## src/rtl/multicycle_control_pkg.sv

```systemverilog
// Shared definitions for the multicycle MIPS control unit: opcode map,
// ALU function codes, immediate-extension codes, FSM state and
// instruction-class encodings.
package multicycle_control_pkg;

    // Opcodes (Instr[31:26])
    localparam logic [5:0] OP_ALU_R = 6'b100000;
    localparam logic [5:0] OP_ADDI  = 6'b110000;
    localparam logic [5:0] OP_ANDI  = 6'b110010;
    localparam logic [5:0] OP_ORI   = 6'b110011;
    localparam logic [5:0] OP_LI    = 6'b111000;
    localparam logic [5:0] OP_LUI   = 6'b111001;
    localparam logic [5:0] OP_BEQ   = 6'b000000;
    localparam logic [5:0] OP_BNE   = 6'b000001;
    localparam logic [5:0] OP_B     = 6'b111111;
    localparam logic [5:0] OP_LW    = 6'b001111;
    localparam logic [5:0] OP_LB    = 6'b000011;
    localparam logic [5:0] OP_SW    = 6'b011111;
    localparam logic [5:0] OP_SB    = 6'b000111;

    // ALU function codes
    localparam logic [3:0] ALU_ADD = 4'b0000;
    localparam logic [3:0] ALU_SUB = 4'b0001;
    localparam logic [3:0] ALU_AND = 4'b0010;
    localparam logic [3:0] ALU_OR  = 4'b0011;

    // Immediate extension modes
    localparam logic [1:0] IMM_ZERO     = 2'b00;
    localparam logic [1:0] IMM_SIGN     = 2'b01;
    localparam logic [1:0] IMM_HI16     = 2'b10;
    localparam logic [1:0] IMM_SIGN_SH2 = 2'b11;

    typedef enum logic [2:0] {
        S_IFETCH = 3'd0,
        S_DECODE = 3'd1,
        S_EXEC   = 3'd2,
        S_MEMACC = 3'd3,
        S_WB     = 3'd4,
        S_HALT   = 3'd5
    } state_e;

    typedef enum logic [2:0] {
        CLS_ALU_R = 3'd0,
        CLS_ALU_I = 3'd1,
        CLS_BR    = 3'd2,
        CLS_LD    = 3'd3,
        CLS_ST    = 3'd4,
        CLS_ILL   = 3'd5
    } instr_class_e;

    // Classes whose ALU B operand is the extended immediate
    function automatic logic uses_imm(input instr_class_e cls);
        return (cls == CLS_ALU_I) || (cls == CLS_LD) || (cls == CLS_ST);
    endfunction

endpackage

```

## src/rtl/multicycle_control_decoder.sv

```systemverilog
// Combinational opcode decoder: instruction class, immediate extension,
// ALU function, byte-access flag, read-port-2 select and branch kind.
module ctrl_decoder
    import multicycle_control_pkg::*;
(
    input  logic [5:0]   i_op,
    input  logic [3:0]   i_func,
    output instr_class_e o_class,
    output logic [1:0]   o_immext,
    output logic [3:0]   o_alu_func,
    output logic         o_byteop,
    output logic         o_rfb_sel,
    output logic         o_br_always,
    output logic         o_br_eq,
    output logic         o_br_ne
);

    // Opcode to control-field lookup; unknown opcodes fall into CLS_ILL
    always_comb begin
        o_class     = CLS_ILL;
        o_immext    = IMM_ZERO;
        o_alu_func  = ALU_ADD;
        o_byteop    = 1'b0;
        o_br_always = 1'b0;
        o_br_eq     = 1'b0;
        o_br_ne     = 1'b0;
        case (i_op)
            OP_ALU_R: begin o_class = CLS_ALU_R; o_alu_func = i_func; end
            OP_ADDI:  begin o_class = CLS_ALU_I; o_immext = IMM_SIGN; end
            OP_ANDI:  begin o_class = CLS_ALU_I; o_alu_func = ALU_AND; end
            OP_ORI:   begin o_class = CLS_ALU_I; o_alu_func = ALU_OR; end
            OP_LI:    begin o_class = CLS_ALU_I; o_immext = IMM_SIGN; end
            OP_LUI:   begin o_class = CLS_ALU_I; o_immext = IMM_HI16; end
            OP_BEQ:   begin o_class = CLS_BR; o_immext = IMM_SIGN_SH2; o_alu_func = ALU_SUB; o_br_eq = 1'b1; end
            OP_BNE:   begin o_class = CLS_BR; o_immext = IMM_SIGN_SH2; o_alu_func = ALU_SUB; o_br_ne = 1'b1; end
            OP_B:     begin o_class = CLS_BR; o_immext = IMM_SIGN_SH2; o_alu_func = ALU_SUB; o_br_always = 1'b1; end
            OP_LW:    begin o_class = CLS_LD; o_immext = IMM_SIGN; end
            OP_LB:    begin o_class = CLS_LD; o_immext = IMM_SIGN; o_byteop = 1'b1; end
            OP_SW:    begin o_class = CLS_ST; o_immext = IMM_SIGN; end
            OP_SB:    begin o_class = CLS_ST; o_immext = IMM_SIGN; o_byteop = 1'b1; end
            default:  begin o_class = CLS_ILL; end
        endcase
        // R-type reads rt from Instr[15:11]; every other legal class reads Instr[20:16]
        o_rfb_sel = (o_class != CLS_ALU_R) && (o_class != CLS_ILL);
    end

endmodule

```

## src/rtl/multicycle_control.sv

```systemverilog
// Multicycle control FSM for the IF/DEC/EX/MEM/WB MIPS datapath.
// Optional build macro MULTICYCLE_CTRL_ILLEGAL_TRAP_EN: an undefined opcode
// parks the FSM in HALT until Reset; without it the opcode retires as a NOP.
// Outputs decode the registered state together with the same-cycle ALU_zero
// and MEM_Ready inputs, because branch resolution and the memory handshake
// must act in the cycle those inputs are valid.
module multicycle_control
    import multicycle_control_pkg::*;
#(
    parameter int MEM_TIMEOUT = 15,
    parameter int CNT_W       = 8
)
(
    input  logic       Clk,
    input  logic       Reset,
    input  logic [5:0] Instr_op,
    input  logic [5:0] Instr_func,
    input  logic       ALU_zero,
    input  logic       MEM_Ready,
    output logic       PC_LdEn,
    output logic       PC_sel,
    output logic       IR_LdEn,
    output logic       RF_WrEn,
    output logic       RF_WrData_sel,
    output logic       RF_B_sel,
    output logic [1:0] ImmExt,
    output logic       ALU_Bin_sel,
    output logic [3:0] ALU_func,
    output logic       MEM_RdEn,
    output logic       MEM_WrEn,
    output logic       ByteOp,
    output logic       Bus_err
);

    state_e             r_state;
    logic [CNT_W-1:0]   r_wait_cnt;

    instr_class_e       w_class;
    logic [1:0]         w_immext;
    logic [3:0]         w_alu_func;
    logic               w_byteop;
    logic               w_rfb_sel;
    logic               w_br_always;
    logic               w_br_eq;
    logic               w_br_ne;
    logic               w_taken;
    logic               w_timeout;
    logic               w_unused_func;

    ctrl_decoder u_decoder (
        .i_op        (Instr_op),
        .i_func      (Instr_func[3:0]),
        .o_class     (w_class),
        .o_immext    (w_immext),
        .o_alu_func  (w_alu_func),
        .o_byteop    (w_byteop),
        .o_rfb_sel   (w_rfb_sel),
        .o_br_always (w_br_always),
        .o_br_eq     (w_br_eq),
        .o_br_ne     (w_br_ne)
    );

    // Only the low four func bits select the ALU operation
    assign w_unused_func = ^Instr_func[5:4];
    assign w_taken   = w_br_always | (w_br_eq & ALU_zero) | (w_br_ne & ~ALU_zero);
    assign w_timeout = (r_wait_cnt == CNT_W'(MEM_TIMEOUT));

    // State sequencing and MEMACC wait counter
    always_ff @(posedge Clk) begin
        if (Reset) begin
            r_state    <= S_IFETCH;
            r_wait_cnt <= {CNT_W{1'b0}};
        end else begin
            case (r_state)
                S_IFETCH: r_state <= S_DECODE;
                S_DECODE: begin
                    if (w_class == CLS_ILL) begin
`ifdef MULTICYCLE_CTRL_ILLEGAL_TRAP_EN
                        r_state <= S_HALT;
`else
                        r_state <= S_WB;
`endif
                    end else begin
                        r_state <= S_EXEC;
                    end
                end
                S_EXEC: begin
                    case (w_class)
                        CLS_ALU_R, CLS_ALU_I: r_state <= S_WB;
                        CLS_LD, CLS_ST: begin
                            r_state    <= S_MEMACC;
                            r_wait_cnt <= {CNT_W{1'b0}};
                        end
                        default: r_state <= S_IFETCH;
                    endcase
                end
                S_MEMACC: begin
                    if (w_timeout) begin
                        r_state <= S_IFETCH;
                    end else if (MEM_Ready) begin
                        r_state <= (w_class == CLS_LD) ? S_WB : S_IFETCH;
                    end else begin
                        r_wait_cnt <= r_wait_cnt + CNT_W'(1);
                    end
                end
                S_WB:    r_state <= S_IFETCH;
                S_HALT:  r_state <= S_HALT;
                default: r_state <= S_IFETCH;
            endcase
        end
    end

    // Per-state output decode; everything is held low while Reset is high
    always_comb begin
        PC_LdEn       = 1'b0;
        PC_sel        = 1'b0;
        IR_LdEn       = 1'b0;
        RF_WrEn       = 1'b0;
        RF_WrData_sel = 1'b0;
        RF_B_sel      = 1'b0;
        ImmExt        = IMM_ZERO;
        ALU_Bin_sel   = 1'b0;
        ALU_func      = ALU_ADD;
        MEM_RdEn      = 1'b0;
        MEM_WrEn      = 1'b0;
        ByteOp        = 1'b0;
        Bus_err       = 1'b0;
        if (Reset) begin
            PC_LdEn = 1'b0;
        end else begin
            case (r_state)
                S_IFETCH: IR_LdEn = 1'b1;
                S_DECODE: RF_B_sel = w_rfb_sel;
                S_EXEC: begin
                    RF_B_sel    = w_rfb_sel;
                    ImmExt      = w_immext;
                    ALU_func    = w_alu_func;
                    ALU_Bin_sel = uses_imm(w_class);
                    if (w_class == CLS_BR) begin
                        PC_LdEn = 1'b1;
                        PC_sel  = w_taken;
                    end else begin
                        PC_LdEn = 1'b0;
                    end
                end
                S_MEMACC: begin
                    RF_B_sel = w_rfb_sel;
                    if (w_timeout) begin
                        Bus_err = 1'b1;
                        PC_LdEn = 1'b1;
                    end else begin
                        MEM_RdEn = (w_class == CLS_LD);
                        MEM_WrEn = (w_class == CLS_ST);
                        ByteOp   = w_byteop;
                        PC_LdEn  = (w_class == CLS_ST) && MEM_Ready;
                    end
                end
                S_WB: begin
                    PC_LdEn       = 1'b1;
                    RF_WrEn       = (w_class != CLS_ILL);
                    RF_WrData_sel = (w_class == CLS_LD);
                end
                S_HALT:  PC_LdEn = 1'b0;
                default: PC_LdEn = 1'b0;
            endcase
        end
    end

endmodule

```

## config.mk

```make
export PLATFORM = sky130hd
export DESIGN_NAME = multicycle_control
export DESIGN_NICKNAME = d
export VERILOG_FILES = /design/src/rtl/multicycle_control_pkg.sv /design/src/rtl/multicycle_control_decoder.sv /design/src/rtl/multicycle_control.sv
export SDC_FILE = /design/constraint.sdc
export NUM_CORES = 1
export LEC_CHECK = 0
export CORE_UTILIZATION = 44
export CTS_BUF_LIST = sky130_fd_sc_hd__clkbuf_4 sky130_fd_sc_hd__clkbuf_8
export CTS_CLUSTER_DIAMETER = 60
export DETAILED_ROUTE_END_ITERATION = 12
export PLACE_DENSITY = 0.77
export SYNTH_ARGS = -nofsm -noshare
export SYNTH_HDL_FRONTEND = slang
export SYNTH_SLANG_ARGS = --single-unit
export TNS_END_PERCENT = 20
```

## constraint.sdc

```tcl
create_clock -name Clk -period 1.7 [get_ports Clk]
set_input_delay 0.34 -clock Clk [delete_from_list [all_inputs] [get_ports Clk]]
set_output_delay 0.34 -clock Clk [all_outputs]
set_load 0.005 [all_outputs]
```

==> results of run 1 <==
through the flow:
stage	hold slack (ns)	utilization (%)
CTS	0.5104	95.84
detailed placement	0.4894	76.75
global placement	0.4740	76.75
floorplan	0.4443	-
what timing repair did:
action,4_1_cts
pin swaps,34
gates resized for setup,167
hold buffers,0
endpoints found under the setup margin,27
setup buffers,24
synth_stat cells, types with 2 or more instances:
library cell,number,area (um2)
nor3_1,5,25.02
nor4_1,2,12.51
buf_2,5,25.02
nand3_1,5,25.02
a41oi_1,2,17.52
inv_1,3,11.26
nor3b_2,2,25.02
nand4b_1,2,17.52
nor2_1,25,93.84
nor2b_1,9,56.30
and3_1,6,37.54
a21oi_1,12,60.06
or4_1,2,15.01
or3_1,2,12.51
nand2_1,15,56.30
or3b_1,3,26.28
xnor2_1,2,17.52
dfxtp_1,11,220.2
nor3b_1,2,15.01
o21ai_0,9,45.04
nand3b_1,2,15.01
clkbuf_1,4,15.01
a31oi_1,2,12.51
a2111oi_0,2,17.52
cell families after synthesis:
| group | after synthesis | share of synthesized area [%] |
|---|---|---|
| simple gates | 89 | 45.95 |
| flops | 11 | 20.37 |
| buf+inv | 13 | 5.439 |
| xor+xnor | 3 | 2.431 |
| compound gates | 40 | 24.66 |
| fa+ha+maj | 1 | 1.157 |
==> flow_summary.html, run 1 <==
<table>
<tr><th>Metric</th><th>Value</th></tr>
<tr><th colspan="2">Clock tree</th></tr>
<tr><td>Largest buffer count on any clock path</td><td>2</td></tr>
<tr><td>Sinks on Clock Net</td><td>11</td></tr>
<tr><td>CTS Root Buffer Type</td><td>clkbuf_4</td></tr>
<tr><td>H-tree Lvls</td><td>1</td></tr>
<tr><td>Number of buffers created by CTS</td><td>3</td></tr>
<tr><th colspan="2">Run status</th></tr>
<tr><td>Stage reached</td><td>5_1_grt</td></tr>
<tr><td>Outcome</td><td>did not finish</td></tr>
<tr><td>Error text reported by the tool</td><td>[ERROR DPL-0038] Utilization greater than 100%, impossible to legalize</td></tr>
<tr><th colspan="2">Synthesis</th></tr>
<tr><td>Register bit count reported by yosys</td><td>11</td></tr>
<tr><td>Leading register cell type out of synthesis</td><td>dfxtp_1</td></tr>
<tr><td>Cells after synthesis</td><td>157</td></tr>
<tr><td>Number of synthesized flops with an enable pin</td><td>0</td></tr>
<tr><td>Sequential element share of the synthesized area</td><td>20.37%</td></tr>
<tr><td>Number of warning messages in the yosys log</td><td>0</td></tr>
<tr><td>Proportion of synthesized flip-flops having asynchronous set or reset</td><td>0%</td></tr>
<tr><td>Mean cell area of the mapped netlist</td><td>6.886 um2</td></tr>
<tr><td>Count of cell types in the netlist</td><td>47</td></tr>
<tr><td>Mapped Area</td><td>1081 um2</td></tr>
<tr><td>Net count of the mapped netlist</td><td>174</td></tr>
<tr><th colspan="2">Die</th></tr>
<tr><td>I/O pin total</td><td>33</td></tr>
<tr><td>Die X</td><td>51.57 um</td></tr>
<tr><td>Row cnt</td><td>17</td></tr>
<tr><td>Die Y</td><td>51.57 um</td></tr>
<tr><td>Effective utilization at floorplan</td><td>47.95%</td></tr>
<tr><th colspan="2">Placement</th></tr>
<tr><td>Total placed instance area</td><td>1730 um2</td></tr>
<tr><td>Half-perimeter wire length after detailed placement</td><td>3042 um</td></tr>
<tr><td>Last weighted congestion value of the routability-driven placer</td><td>0.9837</td></tr>
<tr><td>Count of input and output buffers</td><td>30</td></tr>
<tr><td>Number of placed cells counting well taps</td><td>251</td></tr>
<tr><td>Post-place setup slack</td><td>-1.031 ns</td></tr>
<tr><th colspan="2">Global route</th></tr>
<tr><td>Pin count of the biggest net entering global routing</td><td>12</td></tr>
<tr><th colspan="2">Timing</th></tr>
<tr><td>Endpoint pin with the least setup slack after global-route repair</td><td>PC_LdEn</td></tr>
<tr><td>Worst endpoint kind after the last repair</td><td>output port</td></tr>
</table>
==> run 2: changes to the inputs <==
- CORE_AREA: default -> 2 2 63 65
- CORE_UTILIZATION: 44 -> default
- CTS_BUF_LIST: sky130_fd_sc_hd__clkbuf_4 sky130_fd_sc_hd__clkbuf_8 -> default
- CTS_CLUSTER_DIAMETER: 60 -> default
- DIE_AREA: default -> 0 0 65 67
- PLACE_DENSITY: 0.77 -> default
- PLACE_DENSITY_LB_ADDON: default -> 0.15
- clock period: 1.7 -> 2.2 ns (I/O delays scaled with it)
==> run 2 against run 1 <==
Effect of this change:
- the flow now finishes, with violations (negative setup slack)
- synthesized cell count is the same
- synthesized area is the same
==> flow_summary.html, run 2 <==
<table>
<tr><th>Metric</th><th>Value</th></tr>
<tr><th colspan="2">Synthesis</th></tr>
<tr><td>Count of cell types in the netlist</td><td>47 (unchanged)</td></tr>
<tr><td>Cells after synthesis</td><td>157 (unchanged)</td></tr>
<tr><td>Largest area contributor in the netlist</td><td>dfxtp_1</td></tr>
<tr><td>Sequential element share of the synthesized area</td><td>20.37% (unchanged)</td></tr>
<tr><td>Net count of the mapped netlist</td><td>174 (unchanged)</td></tr>
<tr><td>Number of warning messages in the yosys log</td><td>0 (unchanged)</td></tr>
<tr><td>Mean cell area of the mapped netlist</td><td>6.886 um2 (unchanged)</td></tr>
<tr><td>Post-synth top area share</td><td>20.37% (unchanged)</td></tr>
<tr><td>Register bit count reported by yosys</td><td>11 (unchanged)</td></tr>
<tr><td>Number of synthesized flops with an enable pin</td><td>0 (unchanged)</td></tr>
<tr><td>Top post-synthesis cells by area</td><td>dfxtp_1, nor2_1, a21oi_1</td></tr>
<tr><td>Leading register cell type out of synthesis</td><td>dfxtp_1</td></tr>
<tr><td>Mapped Area</td><td>1081 um2 (unchanged)</td></tr>
<tr><td>Proportion of synthesized flip-flops having asynchronous set or reset</td><td>0% (unchanged)</td></tr>
<tr><td>Dominant cell by count in the synthesized netlist</td><td>nor2_1</td></tr>
<tr><td>Leading post-synthesis cells by instance count</td><td>nor2_1, nand2_1, a21oi_1, dfxtp_1</td></tr>
<tr><th colspan="2">Timing</th></tr>
<tr><td>Actual transition at the worst max-transition pin</td><td>0.3429 ns</td></tr>
<tr><td>Final setup violation count</td><td>1</td></tr>
<tr><td>Endpoints failing hold</td><td>0</td></tr>
<tr><td>Hold Slack</td><td>0.5071 ns</td></tr>
<tr><td>FMAX</td><td>0.4526 GHz</td></tr>
<tr><td>Worst slew margin relative to its limit</td><td>77.10%</td></tr>
<tr><td>Final Max Tran Viols</td><td>0</td></tr>
<tr><td>Tmin final</td><td>2.210 ns</td></tr>
<tr><td>RSZ-0062 raised after global routing</td><td>true</td></tr>
<tr><td>Final clock period utilization by the worst path</td><td>100.4%</td></tr>
<tr><td>Post-route worst setup slack</td><td>-0.009684 ns</td></tr>
<tr><td>Worst clock skew on the final layout</td><td>0.004992 ns</td></tr>
<tr><th colspan="2">Critical path</th></tr>
<tr><td>Worst setup path class</td><td>primary input to output pin</td></tr>
<tr><td>CP Launch Type</td><td>primary input</td></tr>
<tr><td>Signal arrival time at the worst endpoint</td><td>1.77 ns</td></tr>
<tr><td>CP endpoint kind</td><td>output pin</td></tr>
<tr><td>CP Max Fanout</td><td>5</td></tr>
<tr><td>Worst path required time</td><td>1.76 ns</td></tr>
<tr><th colspan="2">Cells and area</th></tr>
<tr><td>Largest registers ranked by flip-flop count</td><td>r_wait_cnt: 8 flops, r_state: 3 flops</td></tr>
<tr><td>Most common cell after layout, fill and taps aside</td><td>buf_4</td></tr>
<tr><td>Commonest non-fill, non-tap cells in the layout</td><td>buf_4, nor2_1, dlygate4sd2_1, a21oi_1</td></tr>
<tr><td>Final #Nets</td><td>258</td></tr>
<tr><td>Most flop-heavy register</td><td>r_wait_cnt</td></tr>
<tr><td>Share of layout cells above drive strength 1</td><td>40.00%</td></tr>
<tr><td>Largest register FFs</td><td>8</td></tr>
<tr><td>Layout overhead on the synthesized area</td><td>82.75%</td></tr>
<tr><td>Diode insertion count for antenna repair</td><td>0</td></tr>
<tr><td>Final cell count without fillers</td><td>288</td></tr>
<tr><th colspan="2">Pwr</th></tr>
<tr><td>Pwr dens</td><td>330.1 nW/um2</td></tr>
<tr><td>Total design power</td><td>0.6521 mW</td></tr>
<tr><td>Max IR drop VDD</td><td>0.2969 mV</td></tr>
<tr><td>Leakage power of the design</td><td>0.8752 nW</td></tr>
<tr><th colspan="2">Placement</th></tr>
<tr><td>Half-perimeter wire length after detailed placement</td><td>2935 um (-3.5%)</td></tr>
<tr><td>Count of input and output buffers</td><td>30 (unchanged)</td></tr>
<tr><td>Last weighted congestion value of the routability-driven placer</td><td>0.8507 (-14%)</td></tr>
<tr><td>Number of placed cells counting well taps</td><td>273 (+8.8%)</td></tr>
<tr><td>Post-place setup slack</td><td>-0.7550 ns (+0.2760 ns)</td></tr>
<tr><th colspan="2">Die</th></tr>
<tr><td>Die X</td><td>65 um (+26%)</td></tr>
<tr><td>Total die area</td><td>4355 um2</td></tr>
<tr><td>Effective utilization at floorplan</td><td>29.98% (-18 points)</td></tr>
<tr><td>Die Y</td><td>67 um (+30%)</td></tr>
<tr><td>I/O pin total</td><td>33 (unchanged)</td></tr>
<tr><td>Row cnt</td><td>22 (+5)</td></tr>
<tr><td>Area of the core region</td><td>3606 um2</td></tr>
<tr><th colspan="2">Global route</th></tr>
<tr><td>Number of antenna violations at the first check in global routing</td><td>0</td></tr>
<tr><td>Wire length of the first global-routing pass</td><td>6423 um</td></tr>
<tr><td>Overflow after GRT</td><td>0</td></tr>
<tr><td>Pin count of the biggest net entering global routing</td><td>11</td></tr>
<tr><td>Total global routing track utilization</td><td>18.70%</td></tr>
<tr><td>Via count of the first global-routing pass</td><td>1431</td></tr>
<tr><th colspan="2">Clock tree</th></tr>
<tr><td>Number of buffers created by CTS</td><td>3 (unchanged)</td></tr>
<tr><td>Sinks on Clock Net</td><td>11 (unchanged)</td></tr>
<tr><td>CTS tree</td><td>done</td></tr>
<tr><td>Insertion delay of the later-clocked pin in the worst-skew pair</td><td>0.24 ns</td></tr>
<tr><td>Clk slew on worst S/H paths</td><td>0.05 ns</td></tr>
<tr><td>CTS Root Buffer Type</td><td>clkbuf_8</td></tr>
<tr><td>Largest buffer count on any clock path</td><td>2 (unchanged)</td></tr>
<tr><td>H-tree Lvls</td><td>1 (unchanged)</td></tr>
<tr><th colspan="2">Run status</th></tr>
<tr><td>Outcome</td><td>complete, but fails checks</td></tr>
<tr><td>Failing checks</td><td>negative setup slack</td></tr>
<tr><th colspan="2">Drt</th></tr>
<tr><td>Violation count after the first detailed-routing iteration</td><td>47</td></tr>
<tr><td>Wire length per cell</td><td>13.13 um</td></tr>
<tr><td>Post-detailed-routing wire length</td><td>3780 um</td></tr>
<tr><td>Number of design rule violations left after detail routing</td><td>0</td></tr>
<tr><td>Remaining antenna violation count after routing</td><td>0</td></tr>
<tr><td>DR vias/cell</td><td>5.028</td></tr>
<tr><td>Drt pass-1 iters</td><td>4</td></tr>
<tr><td>Detailed-route via count</td><td>1448</td></tr>
<tr><th colspan="2">Worst hold path</th></tr>
<tr><td>Path category of the worst min-delay check</td><td>flop to flop</td></tr>
<tr><th colspan="2">Flow run</th></tr>
<tr><td>Max cap viols</td><td>0</td></tr>
</table>
## run 2: cell counts after synthesis
No cell type changed its count.
## run 2: logic make-up (layout without fill, tap and decap cells)
family | count (synthesis) | after routing | share of synthesized area [%]
AND/OR/NAND/NOR | 89 | 89 | 45.95
AO/OA/AOI/OAI | 40 | 40 | 24.66
buffers and inverters | 13 | 96 | 5.439
flip-flops | 11 | 11 | 20.37
XOR/XNOR | 3 | 3 | 2.431
adder cells (fa/ha/maj) | 1 | 1 | 1.157
## run 2: worst paths after layout
path / slack, ns / startpoint / depth (start not counted) / end
min reg2reg: 0.51 / r_wait_cnt[2] / 2 / r_wait_cnt[2]
max reg2reg: 0.46 / r_state[0] / 5 / r_wait_cnt[4]
min: 0.51 / r_wait_cnt[2] / 2 / r_wait_cnt[2]
max: -0.01 / Instr_op[2] / 11 / ImmExt[0]
## run 2: metal layers
| layer | GRT usage, % | part of all wire (%) | vias to the layer above |
|---|---|---|---|
| li1 | - | - | 747 |
| met1 | 22.52 | 45 | 671 |
| met2 | 34.66 | 52 | 28 |
| met3 | 1.689 | 3.0 | 2 |
| met4 | 6.117 | 0.45 | 0 |
| met5 | 0 | 0 | - |
## run 2: repair_timing
item / in CTS / in global routing
resized for setup: 70 / 10
setup endpoints to repair: 18 / 12
hold buffers: 0 / 0
pin swaps: 12 / 6
cloned: 0 / 0
setup buffers: 12 / 0
## run 2: where the power goes
group,internal [mW],leakage [nW],switching [mW]
Sequential,0.206,0.0891,0.00966
Clock,0.127,0.0228,0.0770
Combinational,0.127,0.763,0.106
Total,0.460,0.875,0.193
## run 2: worst max-delay path, stage by stage
cell,delay (ns)
buf_4,0.11
nor2_2,0.05
buf_4,0.12
buf_4,0.12
buf_4,0.12
buf_4,0.12
buf_4,0.11
buf_4,0.11
a32oi_1,0.15
nor2_1,0.05
dlygate4sd2_1,0.26
## run 2: stage by stage
| stage | TNS, ns | cell area, um2 | utilization [%] |
|---|---|---|---|
| floorplan | 0 | 1081 | - |
| global placement | -10.14 | 1767 | 48.99 |
| detailed placement | -10.26 | 1767 | 48.99 |
| CTS | -0.2186 | 1961 | 54.37 |
| global route | -0.1016 | 1976 | 54.79 |
| finish | -0.009684 | 1976 | 54.79 |
## run 2: area by class of cell
type / instances / area (um2)
tap: 48 / 60.06
inverter: 3 / 11.26
fill: 376 / 1630
timing repair buffer: 89 / 718.2
sequential: 11 / 220.2
multi-input combinational: 133 / 920.9
clock buffer: 4 / 45.04
Note: power is estimated with default switching activity, not from simulation.
==> run 3: changes to the inputs <==
- CTS_BUF_LIST: default -> sky130_fd_sc_hd__clkbuf_4
==> run 3 against run 2 <==
Effect of this change:
- the run still ends with negative setup slack left
- critical path depth is the same
- final cell count is the same
- first-iteration DRC count decreased by 11%
- critical endpoint unchanged
- largest cell class unchanged
==> flow_summary.html, run 3 (same netlist as run 2, synthesis figures left out) <==
<table>
<tr><th>Metric</th><th>Value</th></tr>
<tr><th colspan="2">Run status</th></tr>
<tr><td>Outcome</td><td>complete, but fails checks</td></tr>
<tr><td>Failing checks</td><td>negative setup slack</td></tr>
<tr><th colspan="2">Critical path</th></tr>
<tr><td>Worst setup path class</td><td>primary input to output pin</td></tr>
<tr><td>CP max-delay cell</td><td>dlygate4sd2_1</td></tr>
<tr><td>Critical Path Start</td><td>Instr_op[2]</td></tr>
<tr><td>Number of cells on the worst reg-to-reg path</td><td>5 (unchanged)</td></tr>
<tr><td>CP Buf/Inv Count</td><td>8 (unchanged)</td></tr>
<tr><td>Cell family contributing the most delay on the critical path</td><td>buffers and inverters</td></tr>
<tr><td>Signal arrival time at the worst endpoint</td><td>1.77 ns (about the same)</td></tr>
<tr><td>CP Launch Type</td><td>primary input</td></tr>
<tr><td>Crit-path max cell delay</td><td>0.26 ns (about the same)</td></tr>
<tr><td>Reg-to-Reg Start</td><td>r_state[0]</td></tr>
<tr><td>Worst path required time</td><td>1.76 ns (about the same)</td></tr>
<tr><td>Critical R2R Capture</td><td>r_wait_cnt[4]</td></tr>
<tr><td>CP endpoint kind</td><td>output pin</td></tr>
<tr><td>Worst path cell trace</td><td>buf_4 -&gt; nor2_2 -&gt; buf_4 -&gt; buf_4 -&gt; buf_4 -&gt; buf_4 -&gt; buf_4 -&gt; buf_4 -&gt; a32oi_1 -&gt; nor2_1 -&gt; dlygate4sd2_1</td></tr>
<tr><td>Most repeated library cell on the critical path</td><td>buf_4</td></tr>
<tr><td>CP Max Fanout</td><td>5 (unchanged)</td></tr>
<tr><td>Flop2flop setup slack</td><td>0.47 ns (about the same)</td></tr>
<tr><th colspan="2">Drt</th></tr>
<tr><td>Remaining antenna violation count after routing</td><td>0 (unchanged)</td></tr>
<tr><td>DR vias/cell</td><td>4.983 (-0.90%)</td></tr>
<tr><td>Drt pass-1 iters</td><td>4 (unchanged)</td></tr>
<tr><td>Detailed-route via count</td><td>1435 (-0.90%)</td></tr>
<tr><td>Number of design rule violations left after detail routing</td><td>0 (unchanged)</td></tr>
<tr><td>Violation count after the first detailed-routing iteration</td><td>42 (-11%)</td></tr>
<tr><td>Wire length per cell</td><td>13.12 um (about the same)</td></tr>
<tr><td>Post-detailed-routing wire length</td><td>3779 um (about the same)</td></tr>
<tr><th colspan="2">Die</th></tr>
<tr><td>Die X</td><td>65 um (unchanged)</td></tr>
<tr><td>Row cnt</td><td>22 (unchanged)</td></tr>
<tr><td>Die Y</td><td>67 um (unchanged)</td></tr>
<tr><td>I/O pin total</td><td>33 (unchanged)</td></tr>
<tr><td>Total die area</td><td>4355 um2 (unchanged)</td></tr>
<tr><td>Area of the core region</td><td>3606 um2 (unchanged)</td></tr>
<tr><td>Effective utilization at floorplan</td><td>29.98% (unchanged)</td></tr>
<tr><th colspan="2">Pwr</th></tr>
<tr><td>Portion of total power attributed to sequential cells</td><td>35.8% (+2.8 points)</td></tr>
<tr><td>Leakage power of the design</td><td>0.8709 nW (-0.50%)</td></tr>
<tr><td>Combinational share of power</td><td>38.7% (+3.0 points)</td></tr>
<tr><td>Pwr dens</td><td>306.0 nW/um2 (-7.3%)</td></tr>
<tr><td>Net switching power</td><td>0.1858 mW (-3.5%)</td></tr>
<tr><td>Max IR drop VDD</td><td>0.2701 mV (-9.0%)</td></tr>
<tr><td>Total design power</td><td>0.5999 mW (-8.0%)</td></tr>
<tr><td>Power share of the clock group</td><td>25.5% (-5.8 points)</td></tr>
<tr><td>Net switching fraction of the power</td><td>30.98% (+1.5 points)</td></tr>
<tr><td>Internal power summed over all cells</td><td>0.4141 mW (-9.9%)</td></tr>
<tr><th colspan="2">Placement</th></tr>
<tr><td>Total placed instance area</td><td>1767 um2 (unchanged)</td></tr>
<tr><td>Number of placed cells counting well taps</td><td>273 (unchanged)</td></tr>
<tr><td>Half-perimeter wire length after detailed placement</td><td>2935 um (unchanged)</td></tr>
<tr><td>Count of input and output buffers</td><td>30 (unchanged)</td></tr>
<tr><td>Last weighted congestion value of the routability-driven placer</td><td>0.8507 (unchanged)</td></tr>
<tr><th colspan="2">Worst hold path</th></tr>
<tr><td>Capture endpoint of the worst hold path</td><td>r_wait_cnt[7]</td></tr>
<tr><td>Start point of the worst min-delay path</td><td>r_wait_cnt[7]</td></tr>
<tr><td>Path category of the worst min-delay check</td><td>flop to flop</td></tr>
<tr><td>Instance count along the most critical hold path</td><td>1 (-1)</td></tr>
<tr><th colspan="2">Cells and area</th></tr>
<tr><td>Final cell count without fillers</td><td>288 (unchanged)</td></tr>
<tr><td>Final design instance area without fill</td><td>1961 um2 (-0.76%)</td></tr>
<tr><td>Final #Nets</td><td>258 (unchanged)</td></tr>
<tr><td>Share of layout cells above drive strength 1</td><td>40.42% (+0.42 points)</td></tr>
<tr><td>Diode insertion count for antenna repair</td><td>0 (unchanged)</td></tr>
<tr><td>Most common cell after layout, fill and taps aside</td><td>buf_4</td></tr>
<tr><td>Most flop-heavy register</td><td>r_wait_cnt</td></tr>
<tr><td>Fillcell total</td><td>383 (+1.9%)</td></tr>
<tr><td>Largest registers ranked by flip-flop count</td><td>r_wait_cnt: 8 flops, r_state: 3 flops</td></tr>
<tr><td>Layout overhead on the synthesized area</td><td>81.37%</td></tr>
<tr><td>Commonest non-fill, non-tap cells in the layout</td><td>buf_4, nor2_1, dlygate4sd2_1, a21oi_1</td></tr>
<tr><td>Largest register FFs</td><td>8 (unchanged)</td></tr>
<tr><th colspan="2">Global route</th></tr>
<tr><td>Total global routing track utilization</td><td>18.70% (unchanged)</td></tr>
<tr><td>Met3 global-route usage</td><td>1.689% (unchanged)</td></tr>
<tr><td>Pin count of the biggest net entering global routing</td><td>11 (unchanged)</td></tr>
<tr><td>Met2 routing resource usage after global routing</td><td>34.79% (+0.13 points)</td></tr>
<tr><td>Via count of the first global-routing pass</td><td>1429 (-0.14%)</td></tr>
<tr><td>M1 GR Usage</td><td>22.41% (-0.10 points)</td></tr>
<tr><td>Overflow after GRT</td><td>0 (unchanged)</td></tr>
<tr><td>GRT busiest layer</td><td>met2</td></tr>
<tr><td>Number of antenna violations at the first check in global routing</td><td>0 (unchanged)</td></tr>
<tr><td>Wire length of the first global-routing pass</td><td>6417 um (about the same)</td></tr>
<tr><th colspan="2">Clock tree</th></tr>
<tr><td>Clk slew on worst S/H paths</td><td>0.07 ns (+0.02 ns)</td></tr>
<tr><td>CTS tree</td><td>done</td></tr>
<tr><td>Number of buffers created by CTS</td><td>3 (unchanged)</td></tr>
<tr><td>Insertion delay of the later-clocked pin in the worst-skew pair</td><td>0.27 ns (+0.03 ns)</td></tr>
<tr><td>CTS Root Buffer Type</td><td>clkbuf_4</td></tr>
<tr><td>Largest buffer count on any clock path</td><td>2 (unchanged)</td></tr>
<tr><td>Sinks on Clock Net</td><td>11 (unchanged)</td></tr>
<tr><td>Count of hold-fix buffers inserted at cts</td><td>0 (unchanged)</td></tr>
<tr><td>H-tree Lvls</td><td>1 (unchanged)</td></tr>
<tr><th colspan="2">Timing</th></tr>
<tr><td>Tmin final</td><td>2.211 ns (+0.001257 ns)</td></tr>
<tr><td>Worst clock skew on the final layout</td><td>0.003493 ns (-0.001500 ns)</td></tr>
<tr><td>Final setup violation count</td><td>1 (unchanged)</td></tr>
<tr><td>Final Max Tran Viols</td><td>0 (unchanged)</td></tr>
<tr><td>RSZ-0062 raised after global routing</td><td>true</td></tr>
<tr><td>Final clock period utilization by the worst path</td><td>100.5% (about the same)</td></tr>
<tr><td>Endpoints failing hold</td><td>0 (unchanged)</td></tr>
<tr><td>Actual transition at the worst max-transition pin</td><td>0.3424 ns (-0.0004244 ns)</td></tr>
<tr><td>Post-route worst setup slack</td><td>-0.01094 ns (-0.001257 ns)</td></tr>
<tr><td>Worst slew margin relative to its limit</td><td>77.13% (about the same)</td></tr>
<tr><td>Hold Slack</td><td>0.5075 ns (+0.0003930 ns)</td></tr>
<tr><td>FMAX</td><td>0.4523 GHz (about the same)</td></tr>
<tr><th colspan="2">Flow run</th></tr>
<tr><td>Max cap viols</td><td>0 (unchanged)</td></tr>
</table>
## run 3: changes by cell type in the layout (fill, tap and decap cells not counted)
cell,previous run,this run
clkbuf_4,0,4
clkbuf_8,3,0
clkbuf_1,1,0
## run 3: worst max-delay path by stage
stage	end	slack, ns	cells after the start
after floorplan	PC_LdEn	0.20	5
after global placement	RF_WrEn	-0.73	7
after detailed placement	ALU_func[3]	-0.75	7
after CTS	RF_WrData_sel	-0.21	5
after global routing	ImmExt[0]	-0.09	11
final	ImmExt[0]	-0.01	11
## run 3: what timing repair did
| action | CTS | global route |
|---|---|---|
| resized for setup | 70 | 10 |
| setup buffers | 12 | 0 |
| pin swaps | 12 | 7 |
| setup endpoints to repair | 17 | 13 |
## run 3: layout make-up
cell class	count	area, um2	area share, %
sequential	11	220.2	11.23
multi-input combinational	133	920.9	46.97
tap	48	60.06	3.063
inverter	3	11.26	0.5743
clock buffer	4	30.03	1.532
timing repair buffer	89	718.2	36.63
## run 3: power by group through the flow
stage	Combinational (mW)	Sequential [mW]	Clock [mW]
2_1_floorplan	0.0975	0.213	0
4_1_cts	0.229	0.215	0.159
3_5_place_dp	0.205	0.219	0
5_1_grt	0.254	0.216	0.166
3_3_place_gp	0.203	0.219	0
6_report	0.232	0.215	0.153
## run 3: routing by layer
| layer | wire length, um | up-vias |
|---|---|---|
| met2 | 1959 | 22 |
| met3 | 100 | 2 |
| met4 | 17 | 0 |
| met1 | 1701 | 664 |
| li1 | - | 747 |
| met5 | 0 | - |
## run 3: stage by stage
step                utilization, %  TNS (ns)  setup slack (ns)
global route                 54.37   -0.1359          -0.08775
floorplan                        -         0            0.1971
detailed placement           48.99    -10.26           -0.7550
finish                       54.37  -0.01094          -0.01094
global placement             48.99    -10.14           -0.7281
CTS                          53.96   -0.2186           -0.2103
